## src/rtl/rot_feed_ctl_if.sv

```systemverilog
// rot_feed_ctl_if: request/result valid-ready bundle for rot_feed_ctl.
// master drives requests and consumes results; slave is the block.
interface rot_feed_ctl_if;
  logic        in_valid;
  logic        in_ready;
  logic [31:0] in_data;
  logic [4:0]  in_amt;
  logic        in_dir;
  logic        out_valid;
  logic        out_ready;
  logic [31:0] out_data;

  modport master (
    output in_valid, in_data, in_amt, in_dir, out_ready,
    input  in_ready, out_valid, out_data
  );

  modport slave (
    input  in_valid, in_data, in_amt, in_dir, out_ready,
    output in_ready, out_valid, out_data
  );
endinterface

```

## src/rtl/rot_feed_ctl.sv

```systemverilog
// rot_feed_ctl: registered front-end + 2-entry result FIFO around rgtshf.
// Optional completed-output counter enabled by defining ROT_CNT_EN.
module rgtshf (
  input  logic [31:0] dt,
  input  logic [4:0]  sv,
  output logic [31:0] out
);
  assign out = (dt >> sv) | (dt << (6'd32 - {1'b0, sv}));
endmodule

module rot_feed_ctl (
  input  logic          clk,
  input  logic          rst,
  input  logic          clr,
  rot_feed_ctl_if.slave bus,
  output logic          busy,
  output logic [15:0]   out_cnt
);

  typedef struct packed {
    logic        valid;
    logic [31:0] data;
    logic [4:0]  sv;
  } s1_t;

  s1_t         s1;
  logic [1:0]  cnt;
  logic        wptr;
  logic        rptr;
  logic [31:0] mem [2];
  logic [31:0] rot;
  logic [4:0]  sv_in;
  logic        pop;
  logic        adv;
  logic        acc;

  // left rotate by n == right rotate by (32-n) mod 32
  assign sv_in = bus.in_dir ? (5'd0 - bus.in_amt) : bus.in_amt;

  rgtshf u_rot (
    .dt  (s1.data),
    .sv  (s1.sv),
    .out (rot)
  );

  assign bus.out_valid = (cnt != 2'd0);
  assign bus.out_data  = mem[rptr];
  assign pop           = bus.out_valid & bus.out_ready;
  assign adv           = s1.valid & (~cnt[1] | pop);
  assign bus.in_ready  = ~s1.valid | adv;
  assign acc           = bus.in_valid & bus.in_ready;
  assign busy          = s1.valid | (cnt != 2'd0);

  always_ff @(posedge clk or posedge rst) begin
    if (rst) begin
      s1     <= '0;
      cnt    <= 2'd0;
      wptr   <= 1'b0;
      rptr   <= 1'b0;
      mem[0] <= '0;
      mem[1] <= '0;
    end else if (clr) begin
      s1.valid <= 1'b0;
      cnt      <= 2'd0;
      wptr     <= 1'b0;
      rptr     <= 1'b0;
    end else begin
      s1.valid <= acc | (s1.valid & ~adv);
      if (acc) begin
        s1.data <= bus.in_data;
        s1.sv   <= sv_in;
      end
      if (adv) begin
        mem[wptr] <= rot;
        wptr      <= ~wptr;
      end
      if (pop) rptr <= ~rptr;
      unique case ({adv, pop})
        2'b10:   cnt <= cnt + 2'd1;
        2'b01:   cnt <= cnt - 2'd1;
        default: cnt <= cnt;
      endcase
    end
  end

`ifdef ROT_CNT_EN
  logic [15:0] cnt_q;

  // survives clr; only rst zeroes it
  always_ff @(posedge clk or posedge rst) begin
    if (rst)              cnt_q <= '0;
    else if (pop & ~clr)  cnt_q <= cnt_q + 16'd1;
  end

  assign out_cnt = cnt_q;
`else
  assign out_cnt = '0;
`endif

endmodule

```

## src/flat_wrapper.sv

```systemverilog
// flat-port wrapper written by rule: the top's interface ports become plain ports
module rot_feed_ctl_flat 
  (clk, rst, clr, busy, out_cnt, bus_in_valid, bus_in_data, bus_in_amt, bus_in_dir, bus_out_ready, bus_in_ready, bus_out_valid, bus_out_data);
  rot_feed_ctl_if bus_i ();
  input  logic clk;
  input  logic rst;
  input  logic clr;
  output logic busy;
  output logic [15:0] out_cnt;
  input wire logic [$bits(bus_i.in_valid)-1:0] bus_in_valid;
  input wire logic [$bits(bus_i.in_data)-1:0] bus_in_data;
  input wire logic [$bits(bus_i.in_amt)-1:0] bus_in_amt;
  input wire logic [$bits(bus_i.in_dir)-1:0] bus_in_dir;
  input wire logic [$bits(bus_i.out_ready)-1:0] bus_out_ready;
  output wire logic [$bits(bus_i.in_ready)-1:0] bus_in_ready;
  output wire logic [$bits(bus_i.out_valid)-1:0] bus_out_valid;
  output wire logic [$bits(bus_i.out_data)-1:0] bus_out_data;
  assign bus_i.in_valid = bus_in_valid;
  assign bus_i.in_data = bus_in_data;
  assign bus_i.in_amt = bus_in_amt;
  assign bus_i.in_dir = bus_in_dir;
  assign bus_i.out_ready = bus_out_ready;
  assign bus_in_ready = bus_i.in_ready;
  assign bus_out_valid = bus_i.out_valid;
  assign bus_out_data = bus_i.out_data;
  rot_feed_ctl u_core (.clk(clk), .rst(rst), .clr(clr), .bus(bus_i), .busy(busy), .out_cnt(out_cnt));
endmodule
```

## config.mk

```make
export PLATFORM = sky130hd
export DESIGN_NAME = rot_feed_ctl_flat
export DESIGN_NICKNAME = d
export VERILOG_FILES = /design/src/rtl/rot_feed_ctl_if.sv /design/src/rtl/rot_feed_ctl.sv /design/src/flat_wrapper.sv
export SDC_FILE = /design/constraint.sdc
export NUM_CORES = 1
export LEC_CHECK = 0
export BUFFER_PORTS_ARGS = -buffer_cell sky130_fd_sc_hd__clkbuf_2
export CORE_ASPECT_RATIO = 0.8
export CORE_UTILIZATION = 60
export DETAILED_ROUTE_END_ITERATION = 12
export PLACE_DENSITY_LB_ADDON = 0.08
export SYNTH_ARGS = -nofsm -noshare
export SYNTH_HDL_FRONTEND = slang
export SYNTH_SLANG_ARGS = --single-unit
```

## constraint.sdc

```tcl
create_clock -name clk -period 4.7 [get_ports clk]
set_input_delay 0.94 -clock clk [delete_from_list [all_inputs] [get_ports clk]]
set_output_delay 0.94 -clock clk [all_outputs]
set_load 0.01 [all_outputs]
```

==> impl_summary.log, run 1 <==
INFO  metric hold_path.class = reg -> reg
INFO  metric area.growth.synth_to_final = 7.39%
INFO  metric p_total = slightly below 0.005 W
INFO  metric syn_inst = ~840
INFO  metric multi_input_gate_area_in_the_final_layout = 5650 um^2
INFO  metric die_h = 110 um
INFO  metric synth-edff-count = 0
INFO  metric place_ws = 0.941 ns
INFO  metric timing.rr.start = u_core.s1[1]
INFO  metric boundaryPins = 94
INFO  metric synth_warnings = 0
INFO  metric place_congestion = ~1.0
INFO  metric grt-ovfl-total = 0
INFO  metric number_of_design_rule_violations_left_after_detail_routing = 0
INFO  metric period_needed = 3.88 ns
INFO  metric fmaxAchievable = 258 MHz
INFO  metric power.static_leakage = around 3.9 nW
INFO  metric finClkSkew = 0.0167 ns
INFO  metric grt.total_usage = approximately two fifths
INFO  metric detail-route-antenna-nets = 0
INFO  metric setup_ws = 0.825 ns
INFO  metric hold_ws = 0.498 ns
INFO  metric die_area = 15100 um^2
INFO  metric finalCritPeriodShare = about 82%
INFO  metric critPathRequiredTime = a little under 5 ns
INFO  metric synth.distinct_cells = between 70 and 80
INFO  metric maxSlewHeadroom = 29.2%
INFO  metric post_synth_instance_area = 8790 um^2
INFO  metric design.final.nets = 922
INFO  metric critical_path.startpoint_type = flip-flop
INFO  metric post_cts_buffers = 0
INFO  metric numPortBuffers = just under 80
INFO  metric post_route_cells_drive_above_1_share = 36.8%
INFO  metric avgSynthCellArea = approximately 10 um^2
INFO  metric core_region_area = approximately 14000 um^2
INFO  metric slew_viol_final = 0
INFO  metric critPathMaxFanout = 23
INFO  metric die-width = 137 um
INFO  metric cp-startpoint = u_core.s1[1]
INFO  metric async_reset_ff_share = 100%
INFO  metric rsz0062_at_grt = no
INFO  metric synthFlopType = sky130_fd_sc_hd__dfrtp_1
INFO  metric cts-resized-gates = 0
INFO  metric sequential_share_of_the_synthesized_area = between 30% and 40%
INFO  metric powerDensity = 518 nW/um^2
INFO  metric clk_transition_reported_paths = 0.09 ns
INFO  metric tritoncts = done
INFO  metric tightest_slew = 1.06 ns
INFO  metric setup_tns = 0 ns
INFO  metric cp-endpoint = u_core.mem[42]
INFO  metric detailedRoute.firstPassIterationCount = 8
INFO  metric cp.arrival = 4.13 ns
INFO  metric timing.reg2reg.worst_path_depth = 9
INFO  metric drtIter0Drc = 1119
INFO  metric detailroute.via_count = 7651
INFO  metric cts_max_level = 3
INFO  metric hold_viol_final = 0
INFO  metric wirelength = approximately 29000 um
INFO  metric maxCapViolations = 0
INFO  metric yosys_register_bits = 106
INFO  metric vias_in_the_first_global_route = 7173
INFO  metric endpoint_kind = flip-flop
INFO  metric insertedDiodeCount = 0
INFO  metric row_count = 39
INFO  metric worstReg2RegEnd = u_core.mem[42]
INFO  metric timing.reg2reg.setup_slack = between 0.8 and 0.9 ns
INFO  metric route.detailed.vias_per_inst = 7.18
INFO  metric cts-buffers-inserted = 9
INFO  metric post_dr_wirelength_cell = around 27 um
INFO  metric num-fill-cells = 1179
INFO  metric clockBufferDepth = 2
INFO  metric final_setup_violation_count = 0
INFO  metric start_util = 61.5%
INFO  metric cts_sinks = 106
INFO  metric regArea = 2660 um^2
INFO  metric clk_latency = ~0.37 ns
INFO  metric first_pass_grt_wire_length = between 40000 and 50000 um
INFO  metric worst_ir_drop_vdd = 0.343 mV
INFO  metric root_buffer = sky130_fd_sc_hd__clkbuf_16
INFO  metric path_class = reg -> reg
INFO  metric antenna_found_initial = 1
INFO  metric grt_max_degree = 80
INFO  metric status = finished, final reports clean
INFO  metric total_of_hold_buffers_inserted_after_clock_tree_synthesis = 0
INFO  metric dp.final_hpwl = 21200 um
## worst min path at each step
stage                endpoint  slack [ns]  cells past startpoint      startpoint
6_report       u_core.mem[45]        0.50                      1  u_core.mem[45]
3_3_place_gp    u_core.mem[0]        0.46                      2   u_core.mem[0]
3_5_place_dp    u_core.mem[4]        0.48                      2   u_core.mem[4]
4_1_cts         u_core.mem[4]        0.49                      2   u_core.mem[4]
5_1_grt        u_core.mem[46]        0.52                      1  u_core.mem[46]
2_1_floorplan   u_core.mem[0]        0.44                      2   u_core.mem[0]
## critical path, cell delays in order (launching register included)
cell	delay (ns)
sky130_fd_sc_hd__dfrtp_2	0.63
sky130_fd_sc_hd__inv_1	0.13
sky130_fd_sc_hd__ha_1	0.94
sky130_fd_sc_hd__buf_4	0.35
sky130_fd_sc_hd__mux4_2	0.39
sky130_fd_sc_hd__mux2_2	0.33
sky130_fd_sc_hd__a32oi_1	0.21
sky130_fd_sc_hd__o211ai_1	0.18
sky130_fd_sc_hd__a31o_1	0.28
sky130_fd_sc_hd__mux2_2	0.29
## cell families after synthesis
logic type / synth area share [%]
fa+ha+maj: 0.285
mux: 39.0
compound gates: 13.2
flops: 30.2
xor+xnor: 0.783
buf+inv: 6.15
simple gates: 10.3
other cells: 0.0427
## sequential cells by signal (all words and copies together) (netlist names)
register and count:
u_core.mem 64, u_core.s1 38, u_core.cnt 2, u_core.wptr 1
u_core.rptr 1
## cell usage after synthesis, drive strengths merged (8+ instances only)
master,count,area share (%)
a21oi,23,1.3
a22oi,11,0.94
a31oi,12,0.85
and2,8,0.57
buf,58,4.4
clkbuf,26,1.1
dfrtp,106,30
inv,13,0.56
mux2,156,20
mux2i,48,5.5
mux4,52,13
nand2,96,4.1
nand3,14,0.80
nor2,43,1.9
nor3,8,0.46
o211ai,10,0.85
o21ai,41,2.3
o22ai,8,0.57
## area by class of cell
class / count / area share (%)
Clock inverter: 7 / 0.849
Sequential cell: 106 / 28.1
Timing Repair Buffer: 97 / 5.68
Inverter: 14 / 0.583
Clock buffer: 9 / 2.39
Tap cell: 184 / 2.44
Multi-Input combinational cell: 649 / 59.9
## layout by cell type (no fill, tap or decap), types with 4 or more instances in the layout
| cell | netlist | layout |
|---|---|---|
| sky130_fd_sc_hd__o21ai_0 | 33 | 33 |
| sky130_fd_sc_hd__and2_1 | 7 | 7 |
| sky130_fd_sc_hd__mux4_2 | 52 | 52 |
| sky130_fd_sc_hd__or2_2 | 6 | 6 |
| sky130_fd_sc_hd__nor2b_1 | 7 | 7 |
| sky130_fd_sc_hd__o32a_1 | 4 | 4 |
| sky130_fd_sc_hd__dfrtp_1 | 106 | 104 |
| sky130_fd_sc_hd__mux2_2 | 137 | 137 |
| sky130_fd_sc_hd__buf_4 | 23 | 20 |
| sky130_fd_sc_hd__mux2i_1 | 48 | 48 |
| sky130_fd_sc_hd__o211ai_1 | 10 | 10 |
| sky130_fd_sc_hd__nor3_1 | 8 | 7 |
| sky130_fd_sc_hd__inv_1 | 12 | 11 |
| sky130_fd_sc_hd__a211oi_1 | 4 | 4 |
| sky130_fd_sc_hd__mux2_1 | 15 | 15 |
| sky130_fd_sc_hd__a2bb2oi_1 | 4 | 4 |
| sky130_fd_sc_hd__o22ai_1 | 8 | 8 |
| sky130_fd_sc_hd__mux2_4 | 4 | 4 |
| sky130_fd_sc_hd__conb_1 | 1 | 16 |
| sky130_fd_sc_hd__nand2b_1 | 6 | 6 |
| sky130_fd_sc_hd__nand3_1 | 14 | 14 |
| sky130_fd_sc_hd__a22oi_1 | 11 | 11 |
| sky130_fd_sc_hd__a31oi_1 | 12 | 12 |
| sky130_fd_sc_hd__nand2_1 | 96 | 96 |
| sky130_fd_sc_hd__a32oi_1 | 6 | 6 |
| sky130_fd_sc_hd__clkbuf_16 | 0 | 9 |
| sky130_fd_sc_hd__nor2_1 | 42 | 42 |
| sky130_fd_sc_hd__a221o_1 | 4 | 4 |
| sky130_fd_sc_hd__o21ai_1 | 8 | 8 |
| sky130_fd_sc_hd__clkbuf_2 | 0 | 77 |
| sky130_fd_sc_hd__a21oi_1 | 23 | 23 |
| sky130_fd_sc_hd__a221oi_1 | 5 | 5 |
## stage by stage
stage	instances	instance area, um^2	util, %
2_1_floorplan	853	8840	-
3_3_place_gp	1050	9130	63.9
3_5_place_dp	1050	9130	63.9
4_1_cts	1066	9440	66.0
5_1_grt	1066	9440	66.0
6_report	1066	9440	66.0
## per-layer routing
metal	vias to the layer above	track usage, %	wire length (um)
li1	3221	-	-
met1	3782	54.4	11500
met2	548	57.6	12300
met3	98	13.1	3900
met4	2	16.7	1220
met5	-	0	13
## power breakdown
group / total (W) / internal [W] / switching (W)
clock network: 0.000786 / 0.000380 / 0.000406
registers: 0.00152 / 0.00121 / 0.000309
logic: 0.00258 / 0.00116 / 0.00142
Power figures use the tool's default switching activity.
==> inputs of run 2 (changes only) <==
ABC_AREA = 1   (was unset)
clock period = 4 ns   (was 4.7 ns; I/O delays follow)
==> run 2 against run 1 <==
Area after synthesis down 12%; sequential share of layout area increased by 3.7 points; cell count grew 33%; wire length is 14% lower; maximum frequency rose by 38%; die area decreased by 11%; register-to-register slack improved by 0.36 ns; critical path depth grew 3; clock power rose by 20%; clock skew fell by 0.0046 ns; critical endpoint is now u_core.mem[23]; highest routed layer is now met4.
==> impl_summary.log, run 2 <==
INFO  metric start_util = 62.7% (+1.3 points)
INFO  metric hold_path.class = reg -> reg
INFO  metric fin_util = 67.2% (+1.2 points)
INFO  metric synth-edff-count = 0 (unchanged)
INFO  metric post_cts_buffers = 0 (unchanged)
INFO  metric cts_sinks = 106 (unchanged)
INFO  metric largest_reg_flops = 64 (unchanged)
INFO  metric place_congestion = 1.02 (-1.9%)
INFO  metric path_class = reg -> reg
INFO  metric routed.top_layer = met4
INFO  metric clk_transition_reported_paths = 0.08 ns (about the same)
INFO  metric core_region_area = 12400 um^2 (-13%)
INFO  metric synth_warnings = 0 (unchanged)
INFO  metric cts_max_level = 3 (unchanged)
INFO  metric cp.arrival = 3.11 ns (-1.02 ns)
INFO  metric row_count = 36 (-7.7%)
INFO  metric cell_accounting_for_the_most_synthesized_area = sky130_fd_sc_hd__dfrtp_1
INFO  metric insertedDiodeCount = 0 (unchanged)
INFO  metric syn_inst = 1220 (+46%)
INFO  metric num-fill-cells = 1145 (-2.9%)
INFO  metric powerDensity = 728 nW/um^2 (+41%)
INFO  metric boundaryPins = 94 (unchanged)
INFO  metric stdcell_area = 8320 um^2 (-12%)
INFO  metric biggestRegsByFlops = u_core.mem (64), u_core.s1 (38), u_core.cnt (2)
INFO  metric wl_met3 = 2910 um (-25%)
INFO  metric top_reg_by_flops = u_core.mem
INFO  metric finClkSkew = 0.0121 ns (-0.00460 ns)
INFO  metric post_route_cells_drive_above_1_share = 10.9% (-26 points)
INFO  metric fmaxAchievable = 356 MHz (+38%)
INFO  metric detail-route-antenna-nets = 0 (unchanged)
INFO  metric slew_viol_final = 0 (unchanged)
INFO  metric antenna_found_initial = 0 (-1)
INFO  metric tritoncts = done
INFO  metric synth.distinct_cells = 31 (-59%)
INFO  metric setup_tns = 0 ns (unchanged)
INFO  metric first_pass_grt_wire_length = 39700 um (-8.2%)
INFO  metric placed_cell_area = 8010 um^2 (-12%)
INFO  metric final_setup_violation_count = 0 (unchanged)
INFO  metric period_needed = 2.81 ns (-1.06 ns)
INFO  metric status = finished, final reports clean
INFO  metric hold_ws = 0.483 ns (-0.0143 ns)
INFO  metric critical_path.startpoint_type = flip-flop
INFO  metric grt.total_usage = 38.5% (-1.2 points)
INFO  metric mostFrequentLayoutCells = sky130_fd_sc_hd__nand2_1, sky130_fd_sc_hd__nand3_1, sky130_fd_sc_hd__dfrtp_1
INFO  metric number_of_design_rule_violations_left_after_detail_routing = 0 (unchanged)
INFO  metric mostFrequentLayoutCell = sky130_fd_sc_hd__nand2_1
INFO  metric async_reset_ff_share = 100% (unchanged)
INFO  metric total_of_hold_buffers_inserted_after_clock_tree_synthesis = 0 (unchanged)
INFO  metric min_delay_path_depth = 2 (+1)
INFO  metric power.static_leakage = 4.49 nW (+14%)
INFO  metric avgSynthCellArea = 6.37 um^2 (-39%)
INFO  metric die_h = 104 um (-5.9%)
INFO  metric critPathRequiredTime = 4.30 ns (-0.65 ns)
INFO  metric clockBufferDepth = 2 (unchanged)
INFO  metric root_buffer = sky130_fd_sc_hd__clkbuf_16
INFO  metric route.detailed.vias_per_inst = 6.13 (-15%)
INFO  metric endpoint_kind = flip-flop
INFO  metric met2RoutedLength = 10500 um (-14%)
INFO  metric timing.reg2reg.worst_path_depth = 12 (+3)
INFO  metric grt-ovfl-total = 0 (unchanged)
INFO  metric synthFlopType = sky130_fd_sc_hd__dfrtp_1
INFO  metric cts-resized-gates = 0 (unchanged)
INFO  metric sequential_share_of_the_synthesized_area = 34.1% (+4.0 points)
INFO  metric wl_met1 = 10400 um (-9.5%)
INFO  metric area.growth.synth_to_final = 7.10%
INFO  metric numPortBuffers = 77 (unchanged)
INFO  metric post_synth_instance_area = 7770 um^2 (-12%)
INFO  metric finalCritPeriodShare = 70.3% (-12 points)
INFO  metric vias_in_the_first_global_route = 7753 (+8.1%)
INFO  metric synth_top_cells_by_count = sky130_fd_sc_hd__nand2_1, sky130_fd_sc_hd__nand3_1, sky130_fd_sc_hd__dfrtp_1
INFO  metric clk_latency = 0.37 ns (about the same)
INFO  metric post_dr_wirelength_cell = 17.5 um (-35%)
INFO  metric most_instantiated_library_cell_after_synthesis = sky130_fd_sc_hd__nand2_1
INFO  metric dp.final_hpwl = 17600 um (-17%)
INFO  metric cts-buffers-inserted = 9 (unchanged)
INFO  metric largest_cells_by_area_after_synthesis = sky130_fd_sc_hd__dfrtp_1, sky130_fd_sc_hd__nand3_1, sky130_fd_sc_hd__nand2_1
INFO  metric worst_ir_drop_vdd = 0.471 mV (+37%)
INFO  metric maxCapViolations = 0 (unchanged)
INFO  metric drtIter0Drc = 1354 (+21%)
INFO  metric grt_max_degree = 83 (+3.8%)
INFO  metric detailedRoute.firstPassIterationCount = 7 (-1)
INFO  metric critPathMaxFanout = 37 (+61%)
INFO  metric die_area = 13400 um^2 (-11%)
INFO  metric netlist.area_leader.share = 34.1% (+4.0 points)
INFO  metric maxSlewHeadroom = 32.4% (+3.2 points)
INFO  metric design.final.nets = 1292 (+40%)
INFO  metric yosys_register_bits = 106 (unchanged)
INFO  metric hold_viol_final = 0 (unchanged)
INFO  metric die-width = 129 um (-5.9%)
INFO  metric tightest_slew = 1.01 ns (-0.0475 ns)
INFO  metric rsz0062_at_grt = no
INFO  metric wirelength = 24900 um (-14%)
INFO  metric detailroute.via_count = 8723 (+14%)
==> run 2: changes by cell type in the layout (fill, tap and decap cells not counted), sizes merged, moves of 19 or more <==
| cell | previous run | this run |
|---|---|---|
| o21ai | 41 | 9 |
| nand2 | 96 | 510 |
| nand3 | 14 | 441 |
| mux4 | 52 | 0 |
| mux2i | 48 | 0 |
| nor2 | 43 | 13 |
| a21oi | 23 | 4 |
| mux2 | 156 | 0 |
==> run 2: kinds of logic after synthesis <==
| logic type | count (synthesis) | share of synthesized area (%) |
|---|---|---|
| AO/OA/AOI/OAI | 16 | 1.26 |
| AND/OR/NAND/NOR | 969 | 54.9 |
| XOR/XNOR | 6 | 0.773 |
| other | 1 | 0.0483 |
| flip-flops | 106 | 34.1 |
| adder cells (fa/ha/maj) | 2 | 0.322 |
| buffers and inverters | 120 | 8.54 |
==> run 2: path summary, 6_finish.rpt <==
| kind | startpoint | endpoint | slack (ns) |
|---|---|---|---|
| max in group asynchronous | rst | u_core.mem[24] | 2.56 |
| worst min-delay path | u_core.mem[47] | u_core.mem[47] | 0.48 |
| min in group asynchronous | rst | u_core.s1[16] | 0.67 |
| worst max-delay path | u_core.s1[0] | u_core.mem[23] | 1.19 |
| worst max register to register | u_core.s1[0] | u_core.mem[23] | 1.19 |
| worst min register to register | u_core.mem[47] | u_core.mem[47] | 0.48 |
==> run 2: per-stage QoR <==
step / std cells / total power, W / setup WS, ns
floorplan: 1235 / 0.00412 / 0.411
global placement: 1407 / 0.00497 / 1.34
detailed placement: 1407 / 0.00501 / 1.34
CTS: 1423 / 0.00596 / 1.30
global route: 1423 / 0.00649 / 1.03
finish: 1423 / 0.00606 / 1.19
==> run 2: layer usage <==
metal | track usage, % | vias up
li1 | - | 4079
met1 | 54.8 | 3945
met2 | 55.1 | 608
met3 | 8.94 | 91
met4 | 17.6 | 0
met5 | 1.18 | -
==> run 2: report_power, final <==
part           internal, W  total, W  switching (W)
Clock             0.000498  0.000942       0.000444
Combinational      0.00106   0.00343        0.00236
Sequential         0.00144   0.00169       0.000246
Total              0.00301   0.00606        0.00305
==> run 2: area by class of cell <==
type	count	area (um^2)	area share, %
flip-flops and latches	106	2650	31.9
well taps	171	214	2.57
clock buffers	9	225	2.71
repair buffers	95	520	6.26
inverters	26	115	1.38
clock inverters	7	83.8	1.01
multi-input cells	1009	4510	54.2
==> run 2: critical path: stages, from the launching register on <==
cell and delay, ns:
sky130_fd_sc_hd__dfrtp_1 0.45, sky130_fd_sc_hd__inv_6 0.25, sky130_fd_sc_hd__ha_1 0.29, sky130_fd_sc_hd__inv_1 0.06, sky130_fd_sc_hd__nand2_1 0.07, sky130_fd_sc_hd__nand2_2 0.40
sky130_fd_sc_hd__inv_4 0.44, sky130_fd_sc_hd__nand3_1 0.16, sky130_fd_sc_hd__nand2_1 0.14, sky130_fd_sc_hd__nand3_1 0.08, sky130_fd_sc_hd__nand3_1 0.23, sky130_fd_sc_hd__nand2_1 0.09
sky130_fd_sc_hd__nand2_1 0.06
